[src/rtl/alu4_tv_pkg.sv]
// ---------------------------------------------------------------------------
// alu4_tv_pkg
//   Shared definitions for the ALU test-vector capture block:
//     TV_W        width of one packed test-vector record
//     tv_rec_t    record layout, MSB-first, same order as a .tv file line
//     cap_state_t capture controller states
//     DROP_MAX    saturation value of the drop counter
//     pack_tv()   builds a record from the ALU operands/result (and flags)
//
//   Optional feature macro: ALU4_TVCAP_FLAGS_EN
//     defined   -> TV_W = 19, record {a, b, op, result, c, n, z, v}
//     undefined -> TV_W = 15, record {a, b, op, result}
// ---------------------------------------------------------------------------
package alu4_tv_pkg;

`ifdef ALU4_TVCAP_FLAGS_EN
  localparam int TV_W = 19;
`else
  localparam int TV_W = 15;
`endif

  // Field order matters: it is the column order of a .tv line, so the
  // first declared field lands in the MSBs of tv_data.
  typedef struct packed {
    logic [3:0] a;
    logic [3:0] b;
    logic [2:0] op;
    logic [3:0] result;
`ifdef ALU4_TVCAP_FLAGS_EN
    logic       c;
    logic       n;
    logic       z;
    logic       v;
`endif
  } tv_rec_t;

  typedef enum logic [1:0] {
    ST_IDLE    = 2'd0,
    ST_CAPTURE = 2'd1,
    ST_DRAIN   = 2'd2,
    ST_DONE    = 2'd3
  } cap_state_t;

  localparam logic [7:0] DROP_MAX = 8'hFF;

`ifdef ALU4_TVCAP_FLAGS_EN
  // flags is {c, n, z, v}, so c ends up in tv_data[3] and v in tv_data[0].
  function automatic tv_rec_t pack_tv(input logic [3:0] a,
                                      input logic [3:0] b,
                                      input logic [2:0] op,
                                      input logic [3:0] result,
                                      input logic [3:0] flags);
    tv_rec_t rec;
    rec.a      = a;
    rec.b      = b;
    rec.op     = op;
    rec.result = result;
    rec.c      = flags[3];
    rec.n      = flags[2];
    rec.z      = flags[1];
    rec.v      = flags[0];
    return rec;
  endfunction
`else
  function automatic tv_rec_t pack_tv(input logic [3:0] a,
                                      input logic [3:0] b,
                                      input logic [2:0] op,
                                      input logic [3:0] result);
    tv_rec_t rec;
    rec.a      = a;
    rec.b      = b;
    rec.op     = op;
    rec.result = result;
    return rec;
  endfunction
`endif

endpackage

[src/rtl/alu4_tv_fifo.sv]
// ---------------------------------------------------------------------------
// alu4_tv_fifo
//   Synchronous FIFO, DEPTH entries of W bits, single clock.
//
//   Ports
//     clk      clock, all state on rising edge
//     reset    synchronous active-high reset, empties the FIFO
//     push     write wr_data this cycle (ignored when full unless popping)
//     pop      remove head entry this cycle (ignored when empty)
//     wr_data  data to write
//     rd_data  head entry, forced to zero while empty
//     full     count == DEPTH
//     empty    count == 0
//     count    exact occupancy 0..DEPTH
//
//   DEPTH must be a power of two so the pointers wrap for free.
// ---------------------------------------------------------------------------
module alu4_tv_fifo #(
  parameter int DEPTH = 16,
  parameter int W     = 15
) (
  input  logic                     clk,
  input  logic                     reset,
  input  logic                     push,
  input  logic                     pop,
  input  logic [W-1:0]             wr_data,
  output logic [W-1:0]             rd_data,
  output logic                     full,
  output logic                     empty,
  output logic [$clog2(DEPTH):0]   count
);

  localparam int AW = $clog2(DEPTH);
  localparam logic [AW-1:0] PTR_ONE  = 1;
  localparam logic [AW:0]   CNT_ONE  = 1;
  localparam logic [AW:0]   CNT_FULL = DEPTH[AW:0];

  logic [W-1:0]  mem [DEPTH];
  logic [AW-1:0] wr_ptr;
  logic [AW-1:0] rd_ptr;
  logic          do_push;
  logic          do_pop;

  // A push into a full FIFO is still legal when the head leaves in the
  // same cycle: the write lands in the slot being vacated.
  assign do_pop  = pop && !empty;
  assign do_push = push && (!full || do_pop);

  assign full    = (count == CNT_FULL);
  assign empty   = (count == '0);

  // Head is shown combinationally; it only changes when rd_ptr moves or
  // the FIFO goes from empty to non-empty, so it is stable under stall.
  assign rd_data = empty ? '0 : mem[rd_ptr];

  // Pointer and occupancy bookkeeping.
  always_ff @(posedge clk) begin
    if (reset) begin
      wr_ptr <= '0;
      rd_ptr <= '0;
      count  <= '0;
    end else begin
      if (do_push) begin
        wr_ptr <= wr_ptr + PTR_ONE;
      end
      if (do_pop) begin
        rd_ptr <= rd_ptr + PTR_ONE;
      end
      case ({do_push, do_pop})
        2'b10:   count <= count + CNT_ONE;
        2'b01:   count <= count - CNT_ONE;
        default: count <= count;
      endcase
    end
  end

  // Storage array has no reset; stale contents are never visible because
  // rd_data is masked while empty.
  always_ff @(posedge clk) begin
    if (do_push) begin
      mem[wr_ptr] <= wr_data;
    end
  end

endmodule

[src/rtl/alu4_tv_capture.sv]
// ---------------------------------------------------------------------------
// alu4_tv_capture
//   Captures ALU transactions into a FIFO as packed test-vector records
//   and drains them through a valid/ready stream.
//
//   Ports
//     clk        clock, all state on rising edge
//     reset      synchronous active-high reset, dominates everything
//     start      pulse: begin a capture session (from IDLE or DONE)
//     stop       pulse: end capture, begin draining (from CAPTURE)
//     cap_valid  ALU transaction present this cycle
//     a, b       ALU operands (4 bits each)
//     op         ALU opcode (3 bits)
//     result     ALU result (4 bits)
//     c,n,z,v    ALU flags, recorded only with ALU4_TVCAP_FLAGS_EN
//     tv_valid   record available on tv_data
//     tv_ready   sink accepts the record
//     tv_data    packed record {a, b, op, result[, c, n, z, v]}
//     rec_cnt    records accepted this session (wraps)
//     drop_cnt   records dropped on full FIFO this session (saturates)
//     busy       high in CAPTURE or DRAIN
//     done       high in DONE
//
//   Parameter DEPTH: FIFO entries, power of two in 4..256.
//   Optional feature macro: ALU4_TVCAP_FLAGS_EN (adds flags to the record).
// ---------------------------------------------------------------------------
module alu4_tv_capture
  import alu4_tv_pkg::*;
#(
  parameter int DEPTH = 16
) (
  input  logic            clk,
  input  logic            reset,
  input  logic            start,
  input  logic            stop,
  input  logic            cap_valid,
  input  logic [3:0]      a,
  input  logic [3:0]      b,
  input  logic [2:0]      op,
  input  logic [3:0]      result,
  input  logic            c,
  input  logic            n,
  input  logic            z,
  input  logic            v,
  output logic            tv_valid,
  input  logic            tv_ready,
  output logic [TV_W-1:0] tv_data,
  output logic [15:0]     rec_cnt,
  output logic [7:0]      drop_cnt,
  output logic            busy,
  output logic            done
);

  cap_state_t              state_q;
  cap_state_t              state_d;
  logic                    session_clear;

  tv_rec_t                 rec_in;
  logic                    push_req;
  logic                    pop;
  logic                    accept;
  logic                    drop;

  logic                    fifo_full;
  logic                    fifo_empty;
  logic [$clog2(DEPTH):0]  fifo_count;

`ifdef ALU4_TVCAP_FLAGS_EN
  assign rec_in = pack_tv(a, b, op, result, {c, n, z, v});
`else
  // Flags stay on the port list so both builds share one pinout; they
  // simply do not reach the record here.
  logic flags_unused;
  assign flags_unused = ^{c, n, z, v};
  assign rec_in       = pack_tv(a, b, op, result);
`endif

  // Only CAPTURE records transactions. The cycle carrying stop is still a
  // CAPTURE cycle, so a transaction alongside stop is kept.
  assign push_req = (state_q == ST_CAPTURE) && cap_valid;
  assign pop      = tv_valid && tv_ready;
  assign accept   = push_req && (!fifo_full || pop);
  assign drop     = push_req && fifo_full && !pop;

  assign tv_valid = !fifo_empty;
  assign busy     = (state_q == ST_CAPTURE) || (state_q == ST_DRAIN);
  assign done     = (state_q == ST_DONE);

  alu4_tv_fifo #(
    .DEPTH (DEPTH),
    .W     (TV_W)
  ) u_fifo (
    .clk     (clk),
    .reset   (reset),
    .push    (accept),
    .pop     (pop),
    .wr_data (rec_in),
    .rd_data (tv_data),
    .full    (fifo_full),
    .empty   (fifo_empty),
    .count   (fifo_count)
  );

  // State register.
  always_ff @(posedge clk) begin
    if (reset) begin
      state_q <= ST_IDLE;
    end else begin
      state_q <= state_d;
    end
  end

  // Next-state logic. DRAIN looks at the registered occupancy, so DONE is
  // entered one cycle after the FIFO has actually gone empty. Starting a
  // new session also requests a counter clear in the same cycle.
  always_comb begin
    state_d       = state_q;
    session_clear = 1'b0;
    unique case (state_q)
      ST_IDLE: begin
        if (start) begin
          state_d       = ST_CAPTURE;
          session_clear = 1'b1;
        end
      end
      ST_CAPTURE: begin
        if (stop) begin
          state_d = ST_DRAIN;
        end
      end
      ST_DRAIN: begin
        if (fifo_count == '0) begin
          state_d = ST_DONE;
        end
      end
      ST_DONE: begin
        if (start) begin
          state_d       = ST_CAPTURE;
          session_clear = 1'b1;
        end
      end
      default: begin
        state_d = ST_IDLE;
      end
    endcase
  end

  // Session counters. A clear can only happen in IDLE or DONE, where no
  // push is possible, so clear and increment never compete.
  always_ff @(posedge clk) begin
    if (reset) begin
      rec_cnt  <= '0;
      drop_cnt <= '0;
    end else if (session_clear) begin
      rec_cnt  <= '0;
      drop_cnt <= '0;
    end else begin
      if (accept) begin
        rec_cnt <= rec_cnt + 16'd1;
      end
      if (drop && (drop_cnt != DROP_MAX)) begin
        drop_cnt <= drop_cnt + 8'd1;
      end
    end
  end

endmodule

[config.mk]
export PLATFORM = sky130hd
export DESIGN_NAME = alu4_tv_capture
export DESIGN_NICKNAME = d
export VERILOG_FILES = /design/src/rtl/alu4_tv_pkg.sv /design/src/rtl/alu4_tv_fifo.sv /design/src/rtl/alu4_tv_capture.sv
export SDC_FILE = /design/constraint.sdc
export NUM_CORES = 1
export LEC_CHECK = 0
export ABC_AREA = 1
export CORE_ASPECT_RATIO = 2
export CORE_MARGIN = 2
export CORE_UTILIZATION = 40
export DETAILED_ROUTE_END_ITERATION = 12
export PLACE_DENSITY = 0.65
export REMOVE_ABC_BUFFERS = 1
export SLEW_MARGIN = 20
export SYNTH_ARGS = -nofsm -noshare
export SYNTH_HDL_FRONTEND = slang
export SYNTH_HIERARCHICAL = 1
export SYNTH_SLANG_ARGS = --single-unit
[constraint.sdc]
create_clock -name clk -period 8.1 [get_ports clk]
set_input_delay 1.62 -clock clk [delete_from_list [all_inputs] [get_ports clk]]
set_output_delay 1.62 -clock clk [all_outputs]
set_load 0.01 [all_outputs]
# Word-level counts from Yosys, hierarchy flattened
# Memories as Yosys holds them, arrays and structs flattened. A register that Yosys moved wholly into a read port is not among the register bits.
# Cells that the tools add are included.
[totals]
register_bits = 39
mem_bits_rw = 240
output_inout_bits = 42
mem_count = 1
[mem_list]
columns = ["memory", "depth", "width", "read_ports", "rd_clocked_by_memory_dff", "wr", "line", "source"]
rows = [
  ["u_fifo.mem", 16, 15, 1, 1, 1, "alu4_tv_fifo.sv:38", "logic [W-1:0] mem [DEPTH];"],
]
[op_classes]
n_addsub = 6
n_eq_ne = 10
muxes = 12
reduce_logical = 20
[op_table]
columns = ["cell", "count"]
rows = [
  ["16-bit by 1-bit adder with 16-bit output, second input constant", 1],
  ["15-bit 2-to-1 mux", 1],
  ["5-bit one-hot mux with 2 select lines", 1],
  ["4-bit by 1-bit adder with 4-bit output, second input constant", 2],
  ["8-bit by 1-bit adder with 8-bit output, second input constant", 1],
  ["1-bit logical AND", 8],
  ["4-bit 2-to-1 mux", 2],
  ["8-bit != test, second input constant", 1],
  ["2-bit equality test, second input constant", 3],
  ["2-bit 2-to-1 mux", 3],
  ["2-bit one-hot mux with 3 select lines", 1],
  ["5-bit by 1-bit adder with 5-bit output, second input constant", 1],
  ["5-bit equality test, second input constant", 1],
  ["5-bit logical NOT", 1],
  ["5-bit by 1-bit subtractor with 5-bit output, second input constant", 1],
  ["2-bit by 1-bit equality test with 1-bit output, second input constant", 2],
  ["1-bit 2-to-1 mux", 4],
  ["2-bit by 1-bit != test with 1-bit output, second input constant", 2],
  ["2-bit OR reduction", 2],
  ["1-bit logical NOT", 3],
  ["1-bit logical OR", 3],
  ["3-bit AND reduction", 1],
  ["2-bit logical NOT", 1],
  ["2-bit != test, second input constant", 1],
  ["2-bit nonzero test", 1],
]

# Longest topological paths before layout
# Gate-level depths: netlist of the first run.
[logic_depth]
word_depth = 8
ltp_mapped = 18

# Modules after synthesis
# Netlist of the first run, hierarchy kept.
[by_module_without_submodules]
columns = ["mod", "n_inst", "cells_each", "area_per_inst_um2", "seq_area_each_um2"]
rows = [
  ["alu4_tv_fifo", 1, 921, 10497.6, 7547.2],
  ["alu4_tv_capture", 1, 231, 1549.0, 520.5],
]

# Worst setup path after synthesis of the first run
# Ideal clock, no wire load.
[synth_timing]
path_kind = "in2reg"
startpoint = "input port cap_valid"
endpoint = "memory u_fifo.mem[0][0], enable pin"
setup_ns = 0.386
arrival_ns = 2.923
t_required_ns = 7.714
slack_ns = 4.790
stages = 6
path_buffers = 0
cell_sequence = "nand2_2 > a21oi_4 > o21ai_2 > inv_2 > nand2_1 > nor2_1"
[synth_between]
elab_chain_len = 5
[synth_lines]
columns = ["element", "line", "source"]
rows = [
  ["from (decl)", "alu4_tv_capture.sv:36", "input logic cap_valid,"],
  ["1-bit logical AND", "alu4_tv_capture.sv:80", "assign push_req = (state_q == ST_CAPTURE) && cap_valid;"],
  ["1-bit logical AND", "alu4_tv_capture.sv:82", "assign accept = push_req && (!fifo_full || pop);"],
  ["via accept", "alu4_tv_capture.sv:61", "logic accept;"],
  ["1-bit logical AND", "alu4_tv_fifo.sv:47", "assign do_push = push && (!full || do_pop);"],
  ["1-bit 2-to-1 mux", "alu4_tv_fifo.sv:80", "if (do_push) begin"],
  ["1-bit 2-to-1 mux (not written as such)", "alu4_tv_fifo.sv:81", "mem[wr_ptr] <= wr_data;"],
  ["to (decl)", "alu4_tv_fifo.sv:38", ""],
]
# The timed path passes the listed nets, and every way through them passes these cells.

==> results of run 1 <==
## flip-flops by register name, summed over array words and instances (netlist names), named ones only
signal	count
drop_cnt	8
rec_cnt	16
state_q	2
u_fifo/count	5
u_fifo/mem	240
u_fifo/rd_ptr	4
u_fifo/wr_ptr	4
## where the power goes
group / switching (mW) / internal, mW
Clock: 0.483 / 0.588
Sequential: 0.0656 / 1.63
Combinational: 0.805 / 0.450
## critical path, stage by stage (launching register included)
cell and delay (ps):
dfxtp_4 710, clkinv_2 690, buf_4 640, nand2_1 170
nand3_1 80, nand3_1 140, nand2_1 80, nand2_1 90
a21oi_1 90, clkdlybuf4s50_1 530
## per-layer routing
metal  vias to the layer above  wire, um  GRT usage  share of wire
li1                       4009         -          -              -
met1                      3990     10400      0.196           0.37
met2                       247     15100      0.331           0.54
met3                        56      1470     0.0210          0.053
met4                         0       966     0.0848          0.035
met5                         -         0          0              0
## cells by family after synthesis
group,after synthesis
AOI/OAI and AO/OA,60
xor gates and xnor gates,6
adders and majority gates,14
buffers and inverters,113
DFF,283
and+or+nand+nor,676
## metrics by stage
step / instances / power, mW / area (um2)
6_report: 1580 / 4.02 / 13800
5_1_grt: 1580 / 4.26 / 13800
4_1_cts: 1580 / 4.07 / 13700
3_5_place_dp: 1540 / 2.99 / 13000
3_3_place_gp: 1540 / 2.96 / 13000
2_1_floorplan: 1100 / 2.50 / 11800
## worst paths after layout
| check | end | slack (ps) | cells past startpoint |
|---|---|---|---|
| worst max register to register | u_fifo/mem[11][5] | 4790 | 10 |
| worst max-delay path | tv_data[0] | 2690 | 9 |
| worst min register to register | rec_cnt[2] | 490 | 2 |
| worst min-delay path | rec_cnt[2] | 490 | 2 |
## synthesized netlist by cell type (5+ instances only)
cell	count
buf_4	11
nor2_4	5
inv_1	55
buf_1	9
nand2_2	7
edfxtp_1	240
buf_2	18
nor2_2	5
a21oi_1	37
nand2_4	5
inv_2	5
nor2_1	69
o21ai_0	17
nand3_1	198
nand4_1	13
nand2_1	368
clkbuf_1	14
ha_1	13
dfxtp_1	43
## area by class of cell
cell class              count  area [um2]  share of cell area
multi-input cells         756        3570               0.259
flip-flops and latches    283        8070               0.586
well taps                 364         455              0.0331
inverters                  61         233              0.0169
clock inverters            12        75.1             0.00545
repair buffers             76         726              0.0527
clock buffers              28         637              0.0462
==> impl_metrics.py, run 1 <==
metrics = {
    "run_status": {
        "outcome": "finished clean",
    },
    "logic_synthesis": {
        "synth_area_per_cell_um2": 10.5,
        "synth-xor-area-share": 0.00436,
        "synth_seq_cells": 283,
        "ys_warn_count": 6,
        "synth_top_family_by_area": "simple AND/OR/NAND/NOR gates",
        "synth_top_area_cell": "edfxtp_1",
        "synth_sequential_area_ratio": 0.670,
        "synthMuxAreaShare": 0,
        "syn-cell-area_um2": 12000,
        "syn_inst": 1152,
        "synth_compound_area_frac": 0.0264,
        "async_reset_ff_frac": 0,
        "yosys.area.top_type_share": 0.598,
        "synthAdderAreaFrac": 0.0152,
        "synth_simple_gate_area_share": 0.244,
        "synth.distinct_cells": 30,
        "netlist_top_cells_area": "edfxtp_1, nand2_1, nand3_1",
        "ys.flop_type": "edfxtp_1",
        "synth-edff-count": 240,
    },
    "clock_tree": {
        "hold_buffers": 0,
        "cts-root-to-sink-buffers": 3,
        "clkTransAtPathRegs_ps": 60,
        "cts_tree": "yes",
        "htree_num_levels": 1,
        "post_cts_buffers": 0,
        "numCtsBuffers": 24,
        "clk_latency_ps": 530,
        "cts.sinks": 283,
        "root_buffer": "clkbuf_16",
        "cts-resized-gates": 0,
    },
    "drt": {
        "wl_per_cell_um": 17.7,
        "dr.pass1.iters": 4,
        "dr_total_vias": 8302,
        "drt_wl_total_um": 27900,
        "viasPerCell": 5.25,
        "ant_nets": 0,
        "drc": 0,
        "drt_iter0_drc": 520,
    },
    "timing": {
        "slew_violations": 0,
        "min_period_ps": 5410,
        "hold_ws_ps": 485,
        "fmax_mhz": 185,
        "finClkSkew_ps": 6.55,
        "rsz0062_at_grt": "no",
        "tightest_slew_ps": 1110,
        "setup_slack_ps": 2690,
        "finalSetupViolCount": 0,
        "timing.setup.tns_ps": 0,
        "finalCritPeriodShare": 0.667,
        "maxSlewHeadroom": 0.257,
        "hold_viol": 0,
    },
    "run": {
        "timing.max_cap.violations": 0,
    },
    "cells_and_area": {
        "layout_common_cells": "nand2_1, edfxtp_1, nand3_1",
        "drive_gt1_frac": 0.0765,
        "postLayoutCoreUtil": 0.465,
        "syn2layout_area_growth_pct": 14.3,
        "final_nets": 1241,
        "nFillCells": 2696,
        "diodes": 0,
        "layout_commonest_cell": "nand2_1",
    },
    "global_routing": {
        "grt_pass1_wl_um": 43600,
        "grtUsageTotal": 0.177,
        "grt_max_degree": 81,
        "grt_pass1_vias": 8155,
        "grt.overflow.total": 0,
        "antenna_found_initial": 0,
    },
    "critical_path": {
        "r2r_start": "u_fifo/count[1]",
        "critPathCaptureType": "output port",
        "crit_required_ps": 6480,
        "start_kind": "flop",
        "cp.arrival_ps": 3790,
        "crit_fanout": 80,
        "critical_path_class": "flop to output port",
    },
    "die": {
        "initial_utilization": 0.407,
        "die_height_um": 249,
        "die_w_um": 127,
        "rows": 89,
        "core_area_um2": 29600,
        "die_area_um2": 31600,
        "ios": 67,
    },
    "place": {
        "place_congestion": 0.789,
        "dp_slack_ps": 3230,
        "hpwl_um": 16700,
        "port_buffers": 62,
    },
    "hold_path": {
        "holdCritPathClass": "flop to flop",
        "min_from": "rec_cnt[2]",
    },
    "power_and_ir_drop": {
        "irDropWorstVdd_v": 0.000249,
        "leakage_nw": 4.94,
        "p_per_area_nw_per_um2": 292,
    },
}
(Power assumes the default switching activity.)
==> inputs of run 2 (changes only) <==
==> constraint.sdc (replaced) <==
create_clock -name clk -period 5.32 [get_ports clk]
set_input_delay 1.064 -clock clk [delete_from_list [all_inputs] [get_ports clk]]
set_output_delay 1.064 -clock clk [all_outputs]
set_load 0.01 [all_outputs]
==> impl_metrics.py, run 2 (same netlist as run 1, synthesis figures left out) <==
metrics = {
    "die": {
        "die_area_um2": 31600,
        "core_area_um2": 29600,
        "die_height_um": 249,
        "ios": 67,
        "rows": 89,
        "initial_utilization": 0.407,
        "die_w_um": 127,
    },
    "critical_path": {
        "start_kind": "flop",
        "cp.arrival_ps": 3500,
        "rrSetupSlack_ps": 2030,
        "crit_path_max_incr_delay_ps": 770,
        "cp_top_family": "buffers and inverters",
        "critPathCaptureType": "output port",
        "crit_fanout": 66,
        "crit_top_cell": "nand2_1",
        "critical_path_class": "flop to output port",
        "crit_chain": "clkinv_2 -> buf_12 -> nand2_1 -> nand3_1 -> nand3_1 -> nand2_1 -> nand2_1 -> a21oi_1 -> clkdlybuf4s50_1",
        "crit_required_ps": 4260,
        "critPathBufInv": 3,
        "cpMaxStageDelayCell": "clkinv_2",
    },
    "drt": {
        "drc": 0,
        "wl_per_cell_um": 17.9,
        "drt_wl_total_um": 28500,
        "dr_total_vias": 8294,
        "ant_nets": 0,
        "viasPerCell": 5.21,
        "drt_iter0_drc": 601,
        "dr.pass1.iters": 5,
    },
    "global_routing": {
        "grtUsageTotal": 0.180,
        "grt_pass1_wl_um": 44300,
        "grt_max_degree": 89,
        "antenna_found_initial": 1,
        "grt_pass1_vias": 8173,
        "grt.overflow.total": 0,
    },
    "place": {
        "place_congestion": 0.786,
        "hpwl_um": 17300,
        "dp_slack_ps": 1320,
        "port_buffers": 62,
    },
    "power_and_ir_drop": {
        "p_per_area_nw_per_um2": 451,
        "total_power_mw": 6.25,
        "irDropWorstVdd_v": 0.000336,
        "leakage_nw": 5.01,
    },
    "cells_and_area": {
        "drive_gt1_frac": 0.0848,
        "syn2layout_area_growth_pct": 15.1,
        "largestRegisters": "u_fifo/mem x240, rec_cnt x16, drop_cnt x8",
        "regMostFlops": "u_fifo/mem",
        "nFillCells": 2681,
        "layout_commonest_cell": "nand2_1",
        "layout_common_cells": "nand2_1, edfxtp_1, nand3_1",
        "largest_reg_flops": 240,
        "postLayoutCoreUtil": 0.468,
        "diodes": 0,
        "final_nets": 1250,
    },
    "timing": {
        "finalCritPeriodShare": 0.858,
        "fmax_mhz": 219,
        "tightest_slew_ps": 973,
        "setup_slack_ps": 755,
        "finalSetupViolCount": 0,
        "rsz0062_at_grt": "no",
        "min_period_ps": 4560,
        "finClkSkew_ps": 11.8,
        "timing.setup.tns_ps": 0,
        "maxSlewHeadroom": 0.351,
        "hold_viol": 0,
        "slew_violations": 0,
    },
    "clock_tree": {
        "root_buffer": "clkbuf_16",
        "hold_buffers": 0,
        "cts-root-to-sink-buffers": 3,
        "cts_tree": "yes",
        "post_cts_buffers": 0,
        "clk_latency_ps": 540,
        "numCtsBuffers": 25,
        "htree_num_levels": 1,
        "cts.sinks": 283,
        "clkTransAtPathRegs_ps": 60,
        "cts-resized-gates": 0,
    },
    "run": {
        "timing.max_cap.violations": 0,
    },
    "hold_path": {
        "holdCritPathClass": "flop to flop",
    },
    "run_status": {
        "outcome": "finished clean",
    },
}
## run 2: changes by cell type in the layout (fill, tap and decap cells not counted), sizes merged
cell / before / now
bufinv: 1 / 2
clkinv: 12 / 8
clkinvlp: 0 / 1
inv: 60 / 63
buf: 14 / 22
clkbuf: 28 / 30
## run 2: worst reg2reg max path: cells and delay by family, from the launching register on
kind / cells / cell delay, ps
AO/OA/AOI/OAI: 4 / 690
buffers and inverters: 3 / 920
adder cells (fa/ha/maj): 1 / 460
AND/OR/NAND/NOR: 6 / 760
flip-flops: 1 / 350
## run 2: layout make-up
| cell class | instances | area, um2 | share of cell area |
|---|---|---|---|
| flip-flops and latches | 283 | 8070 | 0.582 |
| multi-input cells | 756 | 3540 | 0.255 |
| repair buffers | 84 | 798 | 0.0576 |
| clock buffers | 30 | 644 | 0.0465 |
| well taps | 364 | 455 | 0.0329 |
| inverters | 61 | 233 | 0.0168 |
| clock inverters | 13 | 119 | 0.00858 |
## run 2: final timing paths
path	from	end	cells past startpoint
max	flop	tv_data[8]	9
min	u_fifo/rd_ptr[2]	u_fifo/rd_ptr[2]	2
min reg2reg	u_fifo/rd_ptr[2]	u_fifo/rd_ptr[2]	2
max reg2reg	u_fifo/count[0]	u_fifo/count[4]	14
## run 2: where the power goes
part / internal, mW / total [mW] / switching, mW / leakage, nW
Clock: 0.961 / 1.74 / 0.778 / 0.369
Combinational: 0.697 / 1.94 / 1.25 / 2.13
Sequential: 2.48 / 2.57 / 0.0840 / 2.51
## run 2: per-layer routing
layer	wire length (um)	GRT usage	part of all wire
met1	10400	0.201	0.36
met2	15800	0.343	0.55
met3	1500	0.0227	0.053
met4	818	0.0672	0.029
met5	11	0	0.00039
## run 2: metrics by stage
| step | instances | cell area [um2] | hold slack [ps] |
|---|---|---|---|
| final | 1591 | 13900 | 484 |
| after global routing | 1591 | 13900 | 512 |
| after CTS | 1591 | 13900 | 489 |
| after detailed placement | 1548 | 13100 | 477 |
| after global placement | 1548 | 13100 | 471 |
| after floorplan | 1100 | 11800 | 446 |
